[config.mk]
export PLATFORM = sky130hd
export DESIGN_NAME = exc_vector_loader
export DESIGN_NICKNAME = d
export VERILOG_FILES = /design/src/rtl/exc_vector_loader_pkg.sv /design/src/rtl/exc_vector_loader_wait_counter.sv /design/src/rtl/exc_vector_loader.sv
export SDC_FILE = /design/constraint.sdc
export NUM_CORES = 1
export LEC_CHECK = 0
export ABC_AREA = 1
export BUFFER_PORTS_ARGS = -buffer_cell sky130_fd_sc_hd__buf_2
export CORE_MARGIN = 10
export CORE_UTILIZATION = 28
export DETAILED_ROUTE_END_ITERATION = 16
export SLEW_MARGIN = 10
export SYNTH_ARGS = -nofsm -noshare
export SYNTH_HDL_FRONTEND = slang
export SYNTH_SLANG_ARGS = --single-unit
[constraint.sdc]
create_clock -name clk -period 2.15 [get_ports clk]
set_input_delay 0.215 -clock clk [delete_from_list [all_inputs] [get_ports clk]]
set_output_delay 0.215 -clock clk [all_outputs]
set_load 0.05 [all_outputs]
[src/rtl/exc_vector_loader_pkg.sv]
// Shared types and codes for the exception vector sequencer.
// The iord_sel codes are also used by the address mux and control unit.
package exc_vector_loader_pkg;

    typedef enum logic [1:0] {
        ST_IDLE = 2'd0,
        ST_SAVE = 2'd1,
        ST_WAIT = 2'd2,
        ST_LOAD = 2'd3
    } state_t;

    typedef enum logic [1:0] {
        CAUSE_NONE   = 2'd0,
        CAUSE_OPCODE = 2'd1,
        CAUSE_OVF    = 2'd2,
        CAUSE_DIV0   = 2'd3
    } cause_t;

    localparam logic [2:0] IORD_PC   = 3'b000;
    localparam logic [2:0] IORD_ALU  = 3'b001;
    localparam logic [2:0] IORD_V253 = 3'b010;
    localparam logic [2:0] IORD_V254 = 3'b011;
    localparam logic [2:0] IORD_V255 = 3'b100;
    localparam logic [2:0] IORD_MDR  = 3'b101;

    localparam logic [7:0] VEC_OPCODE = 8'd253;
    localparam logic [7:0] VEC_OVF    = 8'd254;
    localparam logic [7:0] VEC_DIV0   = 8'd255;

    // Simultaneous events resolve opcode > overflow > div0.
    function automatic cause_t pick_cause(
        input logic opc,
        input logic ovf,
        input logic div0
    );
        cause_t c;
        c = CAUSE_NONE;
        if (opc) begin
            c = CAUSE_OPCODE;
        end else if (ovf) begin
            c = CAUSE_OVF;
        end else if (div0) begin
            c = CAUSE_DIV0;
        end
        return c;
    endfunction

    function automatic logic [2:0] vec_sel(input cause_t c);
        logic [2:0] s;
        unique case (c)
            CAUSE_OPCODE: s = IORD_V253;
            CAUSE_OVF:    s = IORD_V254;
            CAUSE_DIV0:   s = IORD_V255;
            default:      s = IORD_PC;
        endcase
        return s;
    endfunction

endpackage

[src/rtl/exc_vector_loader_wait_counter.sv]
// Loadable down-counter with zero flag for memory-latency wait states.
// Load has priority over decrement; decrement saturates at zero.
module exc_vector_loader_wait_counter #(
    parameter int W = 3
) (
    input  logic         clk,
    input  logic         reset_n,
    input  logic         load,
    input  logic [W-1:0] load_val,
    input  logic         dec,
    output logic [W-1:0] count,
    output logic         zero
);

    logic [W-1:0] cnt_q;

    always_ff @(posedge clk or negedge reset_n) begin
        if (!reset_n) begin
            cnt_q <= '0;
        end else if (load) begin
            cnt_q <= load_val;
        end else if (dec && (cnt_q != '0)) begin
            cnt_q <= cnt_q - W'(1);
        end
    end

    assign count = cnt_q;
    assign zero  = (cnt_q == '0);

endmodule

[src/rtl/exc_vector_loader.sv]
// Exception sequencer: saves EPC, steers iord_sel to the vector slot,
// waits out memory latency and loads PC with the vector byte.
module exc_vector_loader
    import exc_vector_loader_pkg::*;
#(
    parameter int          MEM_WAIT   = 1,
    parameter logic [31:0] EPC_OFFSET = 32'd4
) (
    input  logic        clk,
    input  logic        reset_n,
    input  logic        exc_opcode,
    input  logic        exc_overflow,
    input  logic        exc_div0,
    input  logic [31:0] pc_in,
    input  logic [31:0] mem_data_in,
    output logic [2:0]  iord_sel,
    output logic [31:0] epc_out,
    output logic        epc_write,
    output logic [31:0] pc_out,
    output logic        pc_write,
    output logic [1:0]  cause_out,
    output logic        busy
);

    state_t      state_q, state_d;
    cause_t      cause_q, cause_d;
    logic [2:0]  sel_q, sel_d;
    logic [31:0] epc_q, epc_d;
    logic [31:0] pc_q, pc_d;
    logic        epc_wr_q, epc_wr_d;
    logic        pc_wr_q, pc_wr_d;
    logic        busy_q, busy_d;

    logic        cnt_load, cnt_dec, cnt_zero;
    logic [2:0]  cnt;
    logic        wait_done;
    logic        any_exc;
    cause_t      new_cause;
    logic        unused_hi;

    assign unused_hi = ^mem_data_in[31:8];

    exc_vector_loader_wait_counter #(
        .W (3)
    ) u_wait (
        .clk      (clk),
        .reset_n  (reset_n),
        .load     (cnt_load),
        .load_val (3'(MEM_WAIT)),
        .dec      (cnt_dec),
        .count    (cnt),
        .zero     (cnt_zero)
    );

    assign any_exc   = exc_opcode | exc_overflow | exc_div0;
    assign new_cause = pick_cause(exc_opcode, exc_overflow, exc_div0);
    // Zero also exits so a stray count can never stall the core.
    assign wait_done = (cnt == 3'd1) | cnt_zero;

    always_ff @(posedge clk or negedge reset_n) begin
        if (!reset_n) begin
            state_q  <= ST_IDLE;
            cause_q  <= CAUSE_NONE;
            sel_q    <= IORD_PC;
            epc_q    <= '0;
            pc_q     <= '0;
            epc_wr_q <= 1'b0;
            pc_wr_q  <= 1'b0;
            busy_q   <= 1'b0;
        end else begin
            state_q  <= state_d;
            cause_q  <= cause_d;
            sel_q    <= sel_d;
            epc_q    <= epc_d;
            pc_q     <= pc_d;
            epc_wr_q <= epc_wr_d;
            pc_wr_q  <= pc_wr_d;
            busy_q   <= busy_d;
        end
    end

    always_comb begin
        state_d  = state_q;
        cause_d  = cause_q;
        sel_d    = sel_q;
        epc_d    = epc_q;
        pc_d     = pc_q;
        epc_wr_d = 1'b0;
        pc_wr_d  = 1'b0;
        busy_d   = busy_q;
        cnt_load = 1'b0;
        cnt_dec  = 1'b0;
        unique case (state_q)
            ST_IDLE: begin
                sel_d  = IORD_PC;
                busy_d = 1'b0;
                if (any_exc) begin
                    state_d  = ST_SAVE;
                    cause_d  = new_cause;
                    sel_d    = vec_sel(new_cause);
                    epc_d    = pc_in - EPC_OFFSET;
                    epc_wr_d = 1'b1;
                    busy_d   = 1'b1;
                end
            end
            ST_SAVE: begin
                state_d  = ST_WAIT;
                cnt_load = 1'b1;
            end
            ST_WAIT: begin
                // Byte is captured on the edge that enters LOAD.
                if (wait_done) begin
                    state_d = ST_LOAD;
                    pc_d    = {24'b0, mem_data_in[7:0]};
                    pc_wr_d = 1'b1;
                end else begin
                    cnt_dec = 1'b1;
                end
            end
            ST_LOAD: begin
                state_d = ST_IDLE;
                sel_d   = IORD_PC;
                busy_d  = 1'b0;
            end
            default: begin
                state_d = ST_IDLE;
            end
        endcase
    end

    assign iord_sel  = sel_q;
    assign epc_out   = epc_q;
    assign epc_write = epc_wr_q;
    assign pc_out    = pc_q;
    assign pc_write  = pc_wr_q;
    assign cause_out = cause_q;
    assign busy      = busy_q;

endmodule

# == Yosys cells after proc, flatten, opt, wreduce, memory -nomap -nowiden ==
# Cells that the tools add are included.
# word_totals
reg_bits,53
input_bits,69
output_inout_bits,72
wordCells,51
# classes
n_addsub,2
eq_ne,9
mux,19
bitwise_logic,3
reduce_logical,9
# ops
cell,count
subtractor 32 x 3 -> 32 bit (second input constant),1
two-way mux 2 bit,5
two-way mux 3 bit,3
case mux 3 bit (3 select lines),1
== test 2 bit (second input constant),4
case mux 2 bit (4 select lines),1
two-way mux 1 bit,7
case mux 3 bit (2 select lines),1
AND reduction 2 bit,3
== test 2 x 1 -> 1 bit (second input constant),2
inequality test 2 bit (second input constant),2
nonzero test 2 bit,2
== test 3 x 1 -> 1 bit (second input constant),1
zero test 3 bit,1
OR 1 bit,3
nonzero test 3 bit,1
subtractor 3 x 1 -> 3 bit (second input constant),1
zero test 2 bit,1
case mux 1 bit (2 select lines),1
logical AND 1 bit,1

# == Longest topological paths before layout ==
# depth
ltp_word,7
ltp_mapped,10

# == Hierarchy ==
# Synthesis repeated with hierarchy kept, for this count alone.
# hier_totals
hier_cells,436
hier_area_um2,3184.3
# by_module_without_submodules
mod,n_inst,cells_per_inst,area_each_um2,seq_area_each_um2
exc_vector_loader,1,409,2991.6,1251.2
exc_vector_loader_wait_counter,1,27,192.7,75.1

# == Least setup slack after synthesis ==
# No wires, ideal clock.
# synth_path
path_kind,reg-to-reg
from,register u_wait.cnt_q[0] (netlist: u_wait.count[0])
to,register pc_q[0] (netlist: pc_out[0])
t_arrival_ns,1.245
required_ns,2.031
slack_ns,0.786
stages_incl_launch_ff,9
n_path_buf,0
synth_period_minus_slack_ns,1.364
path_cell_list,dfrtp_1 inv_1 ha_1 or2_2 nand2_1 nor2_2 inv_1 nand2_1 nand2_1
# synth_between
elab_chain_cells,3
word_cells_on_any_way,4
# synth_rtl
element,line,text
from (decl),exc_vector_loader_wait_counter.sv:15,logic [W-1:0] cnt_q;
from (signal assigned),exc_vector_loader_wait_counter.sv:21,cnt_q <= load_val;
from (signal assigned),exc_vector_loader_wait_counter.sv:23,cnt_q <= cnt_q - W'(1);
== test 3 x 1 -> 1 bit or zero test 3 bit (tied branches),"exc_vector_loader.sv:58, exc_vector_loader_wait_counter.sv:28",
OR 1 bit (*),exc_vector_loader.sv:58,assign wait_done = (cnt == 3'd1) | cnt_zero;
AND reduction 2 bit (no line) (*),-,
to (signal assigned),exc_vector_loader.sv:75,pc_q <= pc_d;
to (decl),exc_vector_loader.sv:29,"logic [31:0] pc_q, pc_d;"
# Mark *: on every way between the ends. The rest lies on a longest branch, timed or not.
# A chain may end at the register's enable or synchronous reset.

# == Worst setup path after layout ==
# layout_path
from,register state_q[0]
to,register epc_q[19] (netlist: epc_out[19])
# layout_between
elab_chain_cells,2
# layout_rtl
element,line,text
from (decl),exc_vector_loader.sv:25,"state_t state_q, state_d;"
from (signal assigned),exc_vector_loader.sv:71,state_q <= state_d;
zero test 2 bit,exc_vector_loader.sv:93,unique case (state_q)
AND reduction 2 bit (no line),-,
to (signal assigned),exc_vector_loader.sv:74,epc_q <= epc_d;
to (decl),exc_vector_loader.sv:28,"logic [31:0] epc_q, epc_d;"
# No other way between the ends.

==> results.ini <==
[die]
die-area_um2 = 16000
ios = 141
die_height_um = 127
die_w_um = 127
start_util_pct = 28.9
coreArea_um2 = 11000
num_rows = 38

[sta]
fmax_ghz = 0.594
relSlewSlack_pct = 56.3
final.min_clock_period_ns = 1.68
fin_tns_setup_ns = 0
finalMaxSlewViolations = 0
min_period_over_period_pct = 78.4
worstMarginPinSlew_ns = 0.656
setup_viol = 0
rsz0062_at_grt = no
setup_slack_ns = 0.465
hold_viol_final = 0
finClkSkew_ns = 0.00588

[pwr]
vdd.ir_drop.worst_uv = 794
clock_power_share_pct = 13.5
p_int_mw = 2.71
power_mw = 5.97
switching_share_pct = 54.7
powerDensity_nw_per_um2 = 1540
comb_power_share_pct = 57.7
p_leak_nw = 2.02
p_switching_mw = 3.27
seqPwrFrac_pct = 28.8

[hold_path]
hold_path.class = primary input to register
min_from = pc_in[1]

[drt]
routedWlPerCell_um = 14.0
vias = 2873
totalWireLength_mm = 9.18
firstDrtPassIters = 4
drtIter0Drc = 137
viasPerCell = 4.38
drc = 0
ant_nets = 0

[synthesis]
yosys.cell_types.count = 27
yosys_warnings = 0
synthTopCellsByCount = nand2_1 (135), nor2_1 (55), dfrtp_1 (53)
synth_edf_count = 0
synth_top_area_share_pct = 41.7
synth.avg_cell_area_um2 = 7.57
synth_ff_type = dfrtp_1
ys_async_sr_fraction_pct = 100
synth_cells = 420
synth_seq_cells = 53
synth.most_common_cell = nand2_1
ys_seq_area_share_pct = 41.7
netlist_area_um2 = 3180
ys_top_cells_by_area = dfrtp_1 (42%), nand2_1 (16%), nor2_1 (6.5%), buf_4 (5.9%), ha_1 (4.3%)
yosysTopAreaCell = dfrtp_1

[critical_path]
critPathMaxFanout = 24
critPathCaptureType = register
crit_path_start_kind = register
cp.required_ns = 2.37
worst_path_dominant_cell_family = buffers and inverters
timing.rr.start = state_q[0]
worst_setup_path_startpoint = state_q[0]
cp_cell_sequence = inv_1 > ha_1 > nand2_4 > inv_2 > nand3_1 > nand2_1
crit_arrival_ns = 1.90
cp_num_buf_inv = 2
cp_slowest_cell = dfrtp_1
path_class = register to register
max_stage_delay_ns = 0.42

[placed_design]
place_ws_ns = 0.471
port_buffers = 92
place_congestion = 0.885
dpl-instance-area_um2 = 3710
dp_hpwl_mm = 7.53

[finish]
drive_gt1_share_pct = 25.4
final_cell_area_um2 = 3870
layout.nets = 595
area_growth_pct = 21.8
fillers = 1202
final_util_pct = 35.2

[clocking]
cts.clk_slew.worst_paths_ns = 0.07
cts_num_sinks = 53
clockBufferDepth = 2
postCtsSetupRepairBufs = 0
cts_tree = yes
numCtsBuffers = 5
cts.htree.levels = 2
clock_latency_ns = 0.29
cts-root-buf = clkbuf_16

[grt]
grt_pass1_wl_mm = 14.9
antenna_found_initial = 1
grt_max_degree = 32
grt_overflow_total = 0
grt_pass1_vias = 2977
track_usage_pct = 11.2

[status]
status = complete, no violations

[job]
max_cap_violations = 0

## state kept, by name (all words and copies together) (netlist names)
name          cells
epc_out          32
pc_out            8
iord_sel          3
u_wait.count      3
cause_out         2
state_q           2
busy              1
epc_write         1
pc_write          1
## power groups by stage
stage	sequential [mW]	clock (mW)	combinational, mW
2_1_floorplan	3.23	0	1.16
3_3_place_gp	1.72	0	3.47
3_5_place_dp	1.74	0	3.51
4_1_cts	1.73	0.844	3.52
5_1_grt	1.79	0.877	3.76
6_report	1.72	0.804	3.45
## worst reg2reg max path, delay by kind of cell, from the launching register on
kind	cells	cell delay, ns
buffers and inverters	2	0.49
AND/OR/NAND/NOR	3	0.46
flip-flops	1	0.42
adder cells (fa/ha/maj)	1	0.26
## logic make-up after synthesis
group           share of synthesized area [%]
flops                                    41.7
compound gates                           7.95
other cells                             0.118
xor+xnor                                 2.48
buf+inv                                  10.6
simple gates                             32.8
fa+ha+maj                                4.33
## cell type report
cell class,count,area (um^2),share of cell area (%)
multi-input combinational,327,1600,41.4
sequential,53,1330,34.3
timing repair buffer,95,498,12.9
tap,140,175,4.53
clock buffer,7,143,3.69
inverter,33,124,3.20
antenna,1,2.50,0.0647
## through the flow
step                std cells  hold slack (ns)
floorplan                 443          -0.0806
global placement          647            0.287
detailed placement        647            0.291
CTS                       655            0.117
global route              655            0.130
finish                    656            0.126
## path summary, 6_finish.rpt
path,endpoint,slack (ns),cells after the start
max,epc_out[19],0.47,6
min in group asynchronous,epc_out[18],0.51,2
max in group asynchronous,pc_out[2],1.05,3
min,epc_out[1],0.13,3
max reg2reg,epc_out[19],0.47,6
min reg2reg,pc_out[7],0.47,2
## metal layers
metal | vias up | GRT usage (%) | part of all wire [%]
li1 | 1470 | - | -
met1 | 1315 | 13.6 | 45
met2 | 82 | 18.5 | 46
met3 | 4 | 4.16 | 8.3
met4 | 2 | 2.08 | 0.44
met5 | - | 0 | 0.076
## repair_timing
item	CTS	global route
hold buffers	1	0
gates resized for setup	0	0
endpoints found under the hold margin	25	0
## placed cells by master, fill, tap and decap left out, types with 6 or more instances in the layout
cell type | netlist | layout
o21bai_1 | 6 | 6
nor2_1 | 55 | 55
conb_1 | 1 | 24
nand2_1 | 135 | 135
dfrtp_1 | 53 | 53
o21ai_0 | 11 | 11
xor2_1 | 6 | 6
inv_1 | 31 | 31
ha_1 | 11 | 11
o21ai_1 | 8 | 8
nand3_1 | 18 | 18
buf_2 | 5 | 92
a21oi_1 | 10 | 10
nor2_2 | 11 | 11
nand2_2 | 9 | 9
(Power assumes the default switching activity.)
